**src/rtl/mmcm_drp_controller.sv**
```systemverilog
// rtl/mmcm_drp_controller.sv - MMCM DRP masked read-modify-write reconfiguration controller
// Holds the MMCM in reset across a batch of DRP writes, then releases it and qualifies LOCKED.
module mmcm_drp_controller #(
  parameter int DRDY_TIMEOUT_CYCLES = 64,
  parameter int RST_HOLD_CYCLES     = 8,
  parameter int LOCK_TIMEOUT_CYCLES = 65536
) (
  input  logic        i_clk,
  input  logic        i_rst_n,
  input  logic        i_req_valid,
  output logic        o_req_ready,
  input  logic [6:0]  i_req_addr,
  input  logic [15:0] i_req_mask,
  input  logic [15:0] i_req_data,
  input  logic        i_req_last,
  output logic        o_rsp_valid,
  output logic [1:0]  o_rsp_error,
  output logic [15:0] o_rsp_rdata,
  output logic        o_drp_den,
  output logic        o_drp_dwe,
  output logic [6:0]  o_drp_daddr,
  output logic [15:0] o_drp_di,
  input  logic [15:0] i_drp_do,
  input  logic        i_drp_drdy,
  output logic        o_mmcm_rst,
  input  logic        i_mmcm_locked,
  output logic        o_locked,
  output logic        o_busy
);

  localparam int MAX_AB = (DRDY_TIMEOUT_CYCLES > RST_HOLD_CYCLES) ? DRDY_TIMEOUT_CYCLES : RST_HOLD_CYCLES;
  localparam int MAX_CNT = (LOCK_TIMEOUT_CYCLES > MAX_AB) ? LOCK_TIMEOUT_CYCLES : MAX_AB;
  localparam int CW = $clog2(MAX_CNT + 1);
  localparam logic [CW-1:0] DRDY_LIM = CW'(DRDY_TIMEOUT_CYCLES - 1);
  localparam logic [CW-1:0] HOLD_LIM = CW'(RST_HOLD_CYCLES - 1);
  localparam logic [CW-1:0] LOCK_LIM = CW'(LOCK_TIMEOUT_CYCLES - 1);

  typedef enum logic [3:0] {
    S_IDLE, S_RST_ON, S_RD, S_RD_WAIT, S_WR, S_WR_WAIT, S_HOLD, S_LOCK_WAIT, S_RSP
  } state_t;

  state_t         state_q;
  logic [6:0]     addr_q;
  logic [15:0]    mask_q;
  logic [15:0]    data_q;
  logic [15:0]    old_q;
  logic           last_q;
  logic           rst_held_q;
  logic [CW-1:0]  cnt_q;
  logic [1:0]     err_q;
  logic           sync1_q;
  logic           sync2_q;
  logic           den_q;
  logic           dwe_q;
  logic [6:0]     daddr_q;
  logic [15:0]    di_q;
  logic           rsp_valid_q;
  logic [1:0]     rsp_error_q;
  logic [15:0]    rsp_rdata_q;
  logic           mmcm_rst_q;
  logic           locked_q;

  always_ff @(posedge i_clk or negedge i_rst_n) begin
    if (!i_rst_n) begin
      state_q     <= S_IDLE;
      addr_q      <= '0;
      mask_q      <= '0;
      data_q      <= '0;
      old_q       <= '0;
      last_q      <= 1'b0;
      rst_held_q  <= 1'b0;
      cnt_q       <= '0;
      err_q       <= 2'd0;
      sync1_q     <= 1'b0;
      sync2_q     <= 1'b0;
      den_q       <= 1'b0;
      dwe_q       <= 1'b0;
      daddr_q     <= '0;
      di_q        <= '0;
      rsp_valid_q <= 1'b0;
      rsp_error_q <= 2'd0;
      rsp_rdata_q <= '0;
      mmcm_rst_q  <= 1'b0;
      locked_q    <= 1'b0;
    end else begin
      sync1_q     <= i_mmcm_locked;
      sync2_q     <= sync1_q;
      den_q       <= 1'b0;
      dwe_q       <= 1'b0;
      rsp_valid_q <= 1'b0;
      cnt_q       <= cnt_q + CW'(1);

      case (state_q)
        S_IDLE: begin
          if (i_req_valid) begin
            addr_q     <= i_req_addr;
            mask_q     <= i_req_mask;
            data_q     <= i_req_data;
            last_q     <= i_req_last;
            old_q      <= '0;
            err_q      <= 2'd0;
            mmcm_rst_q <= 1'b1;
            cnt_q      <= '0;
            state_q    <= S_RST_ON;
          end
        end
        S_RST_ON: begin
          mmcm_rst_q <= 1'b1;
          rst_held_q <= 1'b1;
          den_q      <= 1'b1;
          daddr_q    <= addr_q;
          cnt_q      <= '0;
          state_q    <= S_RD;
        end
        S_RD: begin
          cnt_q   <= '0;
          state_q <= S_RD_WAIT;
        end
        // DRDY wins over a timeout landing in the same cycle.
        S_RD_WAIT: begin
          if (i_drp_drdy) begin
            old_q   <= i_drp_do;
            den_q   <= 1'b1;
            dwe_q   <= 1'b1;
            di_q    <= (i_drp_do & ~mask_q) | (data_q & mask_q);
            cnt_q   <= '0;
            state_q <= S_WR;
          end else if (cnt_q == DRDY_LIM) begin
            err_q   <= 2'd1;
            cnt_q   <= '0;
            state_q <= S_HOLD;
          end
        end
        S_WR: begin
          cnt_q   <= '0;
          state_q <= S_WR_WAIT;
        end
        S_WR_WAIT: begin
          if (i_drp_drdy) begin
            cnt_q <= '0;
            if (last_q) begin
              state_q <= S_HOLD;
            end else begin
              rsp_valid_q <= 1'b1;
              rsp_error_q <= err_q;
              rsp_rdata_q <= old_q;
              state_q     <= S_RSP;
            end
          end else if (cnt_q == DRDY_LIM) begin
            err_q   <= 2'd1;
            cnt_q   <= '0;
            state_q <= S_HOLD;
          end
        end
        S_HOLD: begin
          if (cnt_q == HOLD_LIM) begin
            mmcm_rst_q <= 1'b0;
            rst_held_q <= 1'b0;
            cnt_q      <= '0;
            state_q    <= S_LOCK_WAIT;
          end
        end
        S_LOCK_WAIT: begin
          if (sync2_q) begin
            rsp_valid_q <= 1'b1;
            rsp_error_q <= err_q;
            rsp_rdata_q <= old_q;
            state_q     <= S_RSP;
          end else if (cnt_q == LOCK_LIM) begin
            rsp_valid_q <= 1'b1;
            rsp_error_q <= 2'd2;
            rsp_rdata_q <= old_q;
            state_q     <= S_RSP;
          end
        end
        S_RSP: begin
          state_q <= S_IDLE;
        end
        default: state_q <= S_IDLE;
      endcase

      // sync1_q is the value sync2_q takes this edge, so o_locked tracks the next state.
      locked_q <= sync1_q && !mmcm_rst_q &&
                  ((state_q == S_IDLE && !i_req_valid) || state_q == S_RSP);
    end
  end

  assign o_req_ready = (state_q == S_IDLE);
  assign o_busy      = (state_q != S_IDLE) || rst_held_q;
  assign o_rsp_valid = rsp_valid_q;
  assign o_rsp_error = rsp_error_q;
  assign o_rsp_rdata = rsp_rdata_q;
  assign o_drp_den   = den_q;
  assign o_drp_dwe   = dwe_q;
  assign o_drp_daddr = daddr_q;
  assign o_drp_di    = di_q;
  assign o_mmcm_rst  = mmcm_rst_q;
  assign o_locked    = locked_q;

endmodule
```
**config.mk**
```make
export PLATFORM = sky130hd
export DESIGN_NAME = mmcm_drp_controller
export DESIGN_NICKNAME = d
export VERILOG_FILES = /design/src/rtl/mmcm_drp_controller.sv
export SDC_FILE = /design/constraint.sdc
export NUM_CORES = 1
export LEC_CHECK = 0
export ABC_AREA = 1
export BUFFER_PORTS_ARGS = -buffer_cell sky130_fd_sc_hd__buf_2
export CAP_MARGIN = 10
export CORE_UTILIZATION = 40
export CTS_CLUSTER_DIAMETER = 120
export DETAILED_ROUTE_END_ITERATION = 6
export PLACE_DENSITY = 0.64
export SETUP_SLACK_MARGIN = 0.5
export SKIP_CTS_REPAIR_TIMING = 1
export SYNTH_ARGS = -nofsm -noshare
export SYNTH_HDL_FRONTEND = slang
export SYNTH_SLANG_ARGS = --single-unit
```
**constraint.sdc**
```tcl
create_clock -name i_clk -period 2.9 [get_ports i_clk]
set_input_delay 0.435 -clock i_clk [delete_from_list [all_inputs] [get_ports i_clk]]
set_output_delay 0.435 -clock i_clk [all_outputs]
set_load 0.02 [all_outputs]
```
==> results_dict.tcl, run 1 <==
set metrics [dict create \
    status "finished clean" \
    min_period_ps 2260 \
    dieHeight_um 119 \
    power.switching_w 0.00270 \
    crit_fanout 17 \
    ioPinCount 109 \
    switching_share 0.370 \
    clkTransAtPathRegs_ps 50 \
    drt-initial-drc-count 220 \
    finalMaxSlewViolations 0 \
    tightest_slew_ps 575 \
    syn_inst 612 \
    synth_seq_area_share 0.581 \
    vdd_drop_max_mv 0.519 \
    synth_cell_types 31 \
    crit_type "reg2reg" \
    core_um2 13300 \
    yosys_warnings 0 \
    synthArstFlopShare 1.00 \
    io_buffers 108 \
    drive_above_1_share 0.260 \
    clkPwrFrac 0.291 \
    grt_pass1_wl_um 20100 \
    synth_area_per_cell_um2 8.94 \
    p_int_w 0.00461 \
    p_leak_nw 3.44 \
    fillers 1258 \
    synth_edf_count 0 \
    yosys.area.top_type_share 0.581 \
    synth-seq-cells 127 \
    antenna_left 0 \
    gr-total-overflow 0 \
    rsz0062_at_grt "yes" \
    grt_start_max_net_pins 85 \
    numCtsBuffers 17 \
    dp_hpwl_um 8690 \
    antenna_found_initial 1 \
    slew_headroom 0.617 \
    syn_area_um2 5470 \
    row_count 42 \
    ys_top_cells_by_area "dfrtp_1, nand2_1, o21ai_0, inv_1, nor2_1" \
    clock_path_buffers 2 \
    gp_congestion 0.879 \
    yosys.cell_count.top_type "nand2_1" \
    whs_ps 9.82 \
    max_cap_violations 0 \
    cp-start-kind "flop" \
    cts.sinks 127 \
    hp-class "in2async" \
    setup_viol 0 \
    period_share 0.780 \
    cp.arrival_ps 2600 \
    share_seq_of_total_power 0.385 \
    synthFlopType "dfrtp_1" \
    clk_latency_ps 410 \
    synth_area_leader_cell "dfrtp_1" \
    grt_usage 0.185 \
    die_w_um 119 \
    area_growth_pct 24.2 \
    grt_pass1_vias 4017 \
    wl_per_cell_um 13.5 \
    cp_data_required_time_ps 3240 \
    cts_tree "done" \
    firstDrtPassIters 5 \
    synthesis.nets 675 \
    nets 788 \
    num_vias 4326 \
    critPathCaptureType "flop" \
    start_util 0.412 \
    hold_viol 0 \
    synth_common_cells "nand2_1, dfrtp_1, o21ai_0" \
    wl_um 12400 \
    fin_worst_skew_ps 6.75 \
    die_area_um2 14200 \
    cts.root.buffer_cell "clkbuf_16" \
    cts.htree.levels 4 \
    drc_errors 0 \
    p_per_area_nw_per_um2 1070 \
    viasPerCell 4.73 \
    fin_setup_tns_ps 0 \
    reg2regPathDepth 14 \
    combPwrFrac 0.324 \
    clock.fmax_ghz 0.442 \
]
-- cell families after synthesis --
logic type | Yosys count | synth area share
compound gates | 109 | 0.114
xor+xnor | 10 | 0.0160
fa+ha+maj | 2 | 0.00457
buf+inv | 84 | 0.0679
flops | 127 | 0.581
simple gates | 280 | 0.217
-- power groups by stage --
stage	registers, W	clock network (W)	logic [W]
after floorplan	0.00312	0	0.00140
after global placement	0.00282	0	0.00229
after detailed placement	0.00284	0	0.00237
after CTS	0.00282	0.00217	0.00238
after global routing	0.00288	0.00225	0.00265
final	0.00281	0.00213	0.00237
-- metrics by stage --
stage | cell area, um^2 | setup slack (ps) | power [W] | util | cells
2_1_floorplan | 5470 | 892 | 0.00451 | - | 612
3_3_place_gp | 6150 | 561 | 0.00511 | 0.463 | 880
3_5_place_dp | 6150 | 467 | 0.00520 | 0.463 | 880
4_1_cts | 6750 | 462 | 0.00737 | 0.508 | 912
5_1_grt | 6800 | 482 | 0.00779 | 0.511 | 915
6_report | 6800 | 638 | 0.00731 | 0.511 | 915
-- final cells by class --
type | count | area (um^2) | area share
Antenna cell | 1 | 2.50 | 0.000368
Clock buffer | 23 | 498 | 0.0732
Clock inverter | 9 | 106 | 0.0156
Inverter | 64 | 253 | 0.0372
Multi-Input combinational cell | 401 | 1920 | 0.283
Sequential cell | 127 | 3180 | 0.467
Tap cell | 176 | 220 | 0.0324
Timing Repair Buffer | 113 | 609 | 0.0896
Timing Repair inverter | 1 | 8.76 | 0.00129
-- state kept, by name, indices dropped and copies added (netlist names), 7 cells and up --
signal       flops
o_drp_daddr      7
cnt_q           17
data_q          16
old_q           16
o_drp_di        16
o_rsp_rdata     16
mask_q          16
addr_q           7
-- layer usage --
| layer | GRT usage | wire, um |
|---|---|---|
| met3 | 0.0508 | 528 |
| met1 | 0.255 | 5980 |
| met2 | 0.268 | 5580 |
| met5 | 0 | 0 |
| met4 | 0.0894 | 270 |
-- layout by cell type, fill, tap and decap left out, types with 2 or more instances in the layout --
master      synthesis  final
a21oi_1             4      4
buf_12              0      2
buf_2              10    107
buf_4               2      3
bufinv_16           0      2
clkbuf_16           0     17
clkbuf_8            0      5
clkinv_2            0      3
clkinvlp_4          0      3
dfrtp_1           127    127
ha_1                2      2
inv_1              58     57
inv_2               4      5
nand2_1           187    187
nand2_2             7      7
nand3_1            25     25
nand4_1             4      4
nor2_1             38     38
nor2_2             12     12
nor2_4              3      3
nor3_1              2      2
o21ai_0            82     81
o21ai_1             2      3
o21ai_2            16     16
o21bai_1            2      2
xnor2_1             2      2
xor2_1              8      8
-- worst paths after layout --
path	from	end	slack (ps)
max	cnt_q[0]	o_rsp_rdata[1]	640
min in group i_clk	i_mmcm_locked	sync1_q	120
min	i_rst_n	o_drp_daddr[2]	10
max reg2reg	cnt_q[0]	o_rsp_rdata[1]	640
min reg2reg	sync1_q	sync2_q	400
max in group asynchronous	i_rst_n	o_rsp_rdata[9]	2050
-- worst max-delay path, cell delays in order (launching register included) --
cell	delay, ps
dfrtp_1	400
ha_1	250
nand4_1	160
inv_2	70
nand3_1	110
nor2_1	50
nand2_1	70
nor2_1	50
ha_1	180
o21ai_1	210
nand2_2	160
buf_12	170
inv_6	160
nand2_1	90
o21ai_2	60
Power figures use the tool's default switching activity.
==> inputs of run 2 (changes only) <==
==> constraint.sdc (replaced) <==
create_clock -name i_clk -period 2.2 [get_ports i_clk]
set_input_delay 0.33 -clock i_clk [delete_from_list [all_inputs] [get_ports i_clk]]
set_output_delay 0.33 -clock i_clk [all_outputs]
set_load 0.02 [all_outputs]
==> run 2 against run 1 <==
Worst setup slack worse by 520 ps. Hold slack better by 10 ps. Register-to-register slack worse by 520 ps. Maximum frequency is 8.6% higher. Utilization is 4.5 points higher. Sequential power is 35% higher. Total power is 42% higher. Clock skew is 3.9 ps higher. First-iteration DRC count is 45% higher. Via count is 4.6% higher. Critical endpoint is now o_rsp_rdata[6].
==> results_dict.tcl, run 2 (same netlist as run 1, synthesis figures left out) <==
set metrics [dict create \
    num_vias 4526 \
    status "finished clean" \
    fin_setup_tns_ps 0 \
    r2r_slack_ps 120 \
    grt_usage 0.186 \
    combPwrFrac 0.367 \
    fillers 1189 \
    hp-class "in2reg" \
    cp_data_required_time_ps 2500 \
    die_w_um 119 \
    drc_errors 0 \
    area_growth_pct 35.1 \
    row_count 42 \
    cts_tree "done" \
    place_inst 888 \
    wl_um 13800 \
    clkPwrFrac 0.270 \
    final_cell_mix "nand2_1, dfrtp_1, buf_2, o21ai_0, inv_1" \
    core_um2 13300 \
    setup.worst_path.start "cnt_q[0]" \
    largest_reg_flops 17 \
    p_per_area_nw_per_um2 1410 \
    post-route-cell-area_um2 7390 \
    ioPinCount 109 \
    place_area_um2 6250 \
    r2r_end "o_rsp_rdata[6]" \
    instances_no_fill 944 \
    switching_share 0.368 \
    critPathCaptureType "flop" \
    dieHeight_um 119 \
    power.switching_w 0.00383 \
    firstDrtPassIters 5 \
    gr-total-overflow 0 \
    crit_fanout 17 \
    layout_commonest_cell "nand2_1" \
    fin_worst_skew_ps 10.7 \
    die_area_um2 14200 \
    rr_startpoint "cnt_q[0]" \
    hold_viol 0 \
    grt_start_max_net_pins 62 \
    dp_hpwl_um 9020 \
    cp.arrival_ps 2380 \
    drt-initial-drc-count 318 \
    wl_per_cell_um 14.6 \
    hold_depth 1 \
    whs_ps 19.9 \
    cts.sinks 127 \
    period_share 0.947 \
    p_int_w 0.00657 \
    nets 819 \
    crit_type "reg2reg" \
    p_leak_nw 3.66 \
    finalMaxSlewViolations 0 \
    viasPerCell 4.79 \
    numCtsBuffers 17 \
    share_seq_of_total_power 0.363 \
    clkTransAtPathRegs_ps 50 \
    regMostFlops "cnt_q" \
    grt_pass1_vias 4080 \
    reg2regPathDepth 14 \
    max_cap_violations 0 \
    min_period_ps 2080 \
    drive_above_1_share 0.334 \
    slew_headroom 0.695 \
    io_buffers 108 \
    vdd_drop_max_mv 0.604 \
    cp-start-kind "flop" \
    clock.fmax_ghz 0.480 \
    cts.htree.levels 4 \
    tightest_slew_ps 458 \
    cts.root.buffer_cell "clkbuf_16" \
    grt_pass1_wl_um 20100 \
    clk_latency_ps 410 \
    antenna_left 0 \
    clock_path_buffers 2 \
    rsz0062_at_grt "yes" \
    gp_congestion 0.879 \
    crit_path_end "o_rsp_rdata[6]" \
    setup_viol 0 \
    start_util 0.412 \
    final_util 0.556 \
    antenna_found_initial 2 \
]
run 2: cell types whose count changed in the layout (fill, tap and decap cells not counted), sizes merged:
cell         previous run  this run
buf                   113       138
clkbuf                 23        27
clkinvlp                3         0
bufinv                  2         3
dlygate4sd3             0         1
inv                    63        64
run 2: cell type report:
type                       count  area [um^2]  area share
sequential                   127         3180       0.430
clock buffer                  23          478      0.0647
clock inverter                 7          110      0.0149
timing repair buffer         143          977       0.132
inverter                      64          258      0.0349
tap                          176          220      0.0298
antenna                        1         2.50    0.000339
multi-input combinational    401         2130       0.289
timing repair inverter         2         32.5     0.00440
run 2: critical path, stage by stage, from the launching register on:
cell     delay, ps
dfrtp_2        420
ha_4           160
nand4_1        130
inv_2          120
nand3_2         80
nor2_1         110
nand2_1         90
nor2_2         170
ha_4           160
o21ai_4         60
nand2_4        170
buf_12         140
inv_12          50
nand2_2         50
o21ai_2         50
run 2: power groups by stage:
stage	combinational (W)	clock, W	sequential (W)
after detailed placement	0.00320	0	0.00376
final	0.00382	0.00280	0.00378
after CTS	0.00322	0.00285	0.00374
after floorplan	0.00186	0	0.00412
after global placement	0.00313	0	0.00374
after global routing	0.00422	0.00295	0.00388
run 2: worst min-delay path by stage:
stage                  startpoint   endpoint  slack [ps]
finish              i_mmcm_locked    sync1_q          20
global route        i_mmcm_locked    sync1_q           5
CTS                       i_rst_n  cnt_q[11]        -140
detailed placement        i_rst_n  cnt_q[11]         300
global placement          i_rst_n  cnt_q[11]         290
floorplan                 i_rst_n  addr_q[0]          30
run 2: per-layer routing:
| layer | track usage | part of all wire |
|---|---|---|
| met1 | 0.262 | 0.46 |
| met2 | 0.260 | 0.46 |
| met3 | 0.0536 | 0.058 |
| met4 | 0.0894 | 0.022 |
| met5 | 0 | 0 |
run 2: metrics by stage:
stage / total power (W) / worst slack, ps
final: 0.0104 / 117
after global routing: 0.0110 / 3.72
after CTS: 0.00981 / 14.8
after detailed placement: 0.00697 / 41.4
after global placement: 0.00687 / 91.1
after floorplan: 0.00598 / 350
==> inputs of run 3 (changes only) <==
--- a/config.mk
+++ b/config.mk
@@ -5,7 +5,6 @@
 export SDC_FILE = /design/constraint.sdc
 export NUM_CORES = 1
 export LEC_CHECK = 0
-export ABC_AREA = 1
 export BUFFER_PORTS_ARGS = -buffer_cell sky130_fd_sc_hd__buf_2
 export CAP_MARGIN = 10
 export CORE_UTILIZATION = 40
==> run 3 against run 2 <==
Flip-flop and latch count stayed put. Total power is 5.6% lower. Synthesized cell count is 28% lower. Clock skew is 3.4 ps lower. Largest power group is now registers. Highest routed layer unchanged.
==> results_dict.tcl, run 3 <==
set metrics [dict create \
    status "finished clean" \
    start_util 0.409 \
    cts.root.buffer_cell "clkbuf_16" \
    numCtsBuffers 17 \
    crit_fanout 4 \
    synth_cell_types 45 \
    share_seq_of_total_power 0.388 \
    hold_viol 0 \
    grt_start_max_net_pins 51 \
    final_cell_mix "dfrtp_1, buf_2, mux2_2, a21oi_1" \
    gp_congestion 0.845 \
    viasPerCell 5.12 \
    max_cap_violations 0 \
    synthArstFlopShare 1.00 \
    io_buffers 108 \
    clk_latency_ps 410 \
    cp.arrival_ps 2460 \
    synth_edf_count 0 \
    cts_tree "done" \
    slew_headroom 0.674 \
    row_count 42 \
    antenna_left 0 \
    place_area_um2 6230 \
    wl_um 12700 \
    drc_errors 0 \
    tightest_slew_ps 484 \
    p_leak_nw 3.35 \
    syn_inst 441 \
    clock.fmax_ghz 0.462 \
    power.switching_w 0.00329 \
    syn_area_um2 5390 \
    crit_type "reg2reg" \
    wl_per_cell_um 16.6 \
    synth_area_per_cell_um2 12.2 \
    fillers 1139 \
    antenna_found_initial 0 \
    nets 643 \
    hp-class "in2reg" \
    reg2regPathDepth 9 \
    finalMaxSlewViolations 0 \
    clkPwrFrac 0.251 \
    drive_above_1_share 0.443 \
    switching_share 0.335 \
    core_um2 13200 \
    setup_viol 0 \
    combPwrFrac 0.362 \
    ioPinCount 109 \
    synthFlopType "dfrtp_1" \
    synth-seq-cells 127 \
    synth_area_leader_cell "dfrtp_1" \
    dieHeight_um 118 \
    cts.sinks 127 \
    yosys_warnings 0 \
    post-route-cell-area_um2 7140 \
    vdd_drop_max_mv 0.615 \
    finalPower_w 0.00981 \
    num_vias 3922 \
    grt_pass1_wl_um 19500 \
    min_period_ps 2160 \
    cp-start-kind "flop" \
    firstDrtPassIters 4 \
    layout_commonest_cell "dfrtp_1" \
    synth_common_cells "dfrtp_1, mux2_2, a21oi_1" \
    grt_pass1_vias 3841 \
    yosys.area.top_type_share 0.589 \
    cp_data_required_time_ps 2490 \
    cts.htree.levels 4 \
    p_int_w 0.00653 \
    die_w_um 118 \
    synth_seq_area_share 0.589 \
    grt_usage 0.181 \
    die_area_um2 13900 \
    ys_top_cells_by_area "dfrtp_1, mux2_2, a21oi_1, mux2i_1, nand3_1" \
    period_share 0.983 \
    rsz0062_at_grt "yes" \
    synthesis.nets 504 \
    hold_depth 1 \
    regMostFlops "cnt_q" \
    drt-initial-drc-count 152 \
    area_growth_pct 32.5 \
    clock_path_buffers 2 \
    critPathCaptureType "flop" \
    yosys.cell_count.top_type "dfrtp_1" \
    dp_hpwl_um 8290 \
    largest_reg_flops 17 \
    p_per_area_nw_per_um2 1370 \
    gr-total-overflow 0 \
    clkTransAtPathRegs_ps 50 \
    fin_setup_tns_ps 0 \
    fin_worst_skew_ps 7.27 \
]
-- run 3: final timing paths --
kind	startpoint	to	slack, ps
min in group asynchronous	i_rst_n	o_rsp_rdata[11]	400
max reg2reg	cnt_q[0]	o_rsp_rdata[6]	40
max	cnt_q[0]	o_rsp_rdata[6]	40
max in group asynchronous	i_rst_n	state_q[2]	1180
min reg2reg	sync1_q	sync2_q	380
min	i_mmcm_locked	sync1_q	30
-- run 3: area by class of cell --
cell class / count / area [um^2] / share of cell area
Tap cell: 176 / 220 / 0.0308
Multi-Input combinational cell: 268 / 2100 / 0.294
Antenna cell: 1 / 2.50 / 0.000350
Inverter: 21 / 78.8 / 0.0110
Sequential cell: 127 / 3180 / 0.446
Timing Repair Buffer: 145 / 1040 / 0.146
Clock inverter: 9 / 72.6 / 0.0102
Clock buffer: 19 / 443 / 0.0620
-- run 3: metrics by stage --
step / setup slack, ps / utilization / cells / hold WS [ps]
after floorplan: 32.6 / - / 441 / 34.4
after global placement: 131 / 0.472 / 717 / 288
after detailed placement: 79.5 / 0.472 / 717 / 290
after CTS: 60.6 / 0.512 / 745 / -148
after global routing: -40.6 / 0.541 / 765 / 2.71
final: 37.6 / 0.542 / 766 / 26.8
-- run 3: cells by family after synthesis --
group,count (synthesis),share of synthesized area
AND/OR/NAND/NOR,100,0.101
buffers and inverters,46,0.0390
multiplexers,79,0.166
AO/OA/AOI/OAI,73,0.0773
adder cells (fa/ha/maj),2,0.00464
XOR/XNOR,14,0.0227
flip-flops,127,0.589
-- run 3: power groups by stage --
stage               combinational [W]  clock (W)  sequential (W)
CTS                           0.00309    0.00251         0.00385
finish                        0.00355    0.00246         0.00380
global route                  0.00384    0.00263         0.00391
global placement              0.00299          0         0.00382
floorplan                     0.00179          0         0.00413
detailed placement            0.00307          0         0.00388
-- run 3: per-layer routing --
layer	wire (um)	track usage	up-vias
met5	0	0	-
met4	54	0.0529	0
met3	571	0.0557	6
met2	6490	0.296	98
met1	5630	0.230	1982
li1	-	-	1836
-- run 3: worst max-delay path, cell delays in order, from the launching register on --
cell,delay [ps]
dfrtp_1,410
ha_4,160
and4_4,210
nand3_2,80
nor2_2,90
ha_2,180
o21ai_2,80
a21oi_4,310
clkbuf_16,210
mux2_2,320
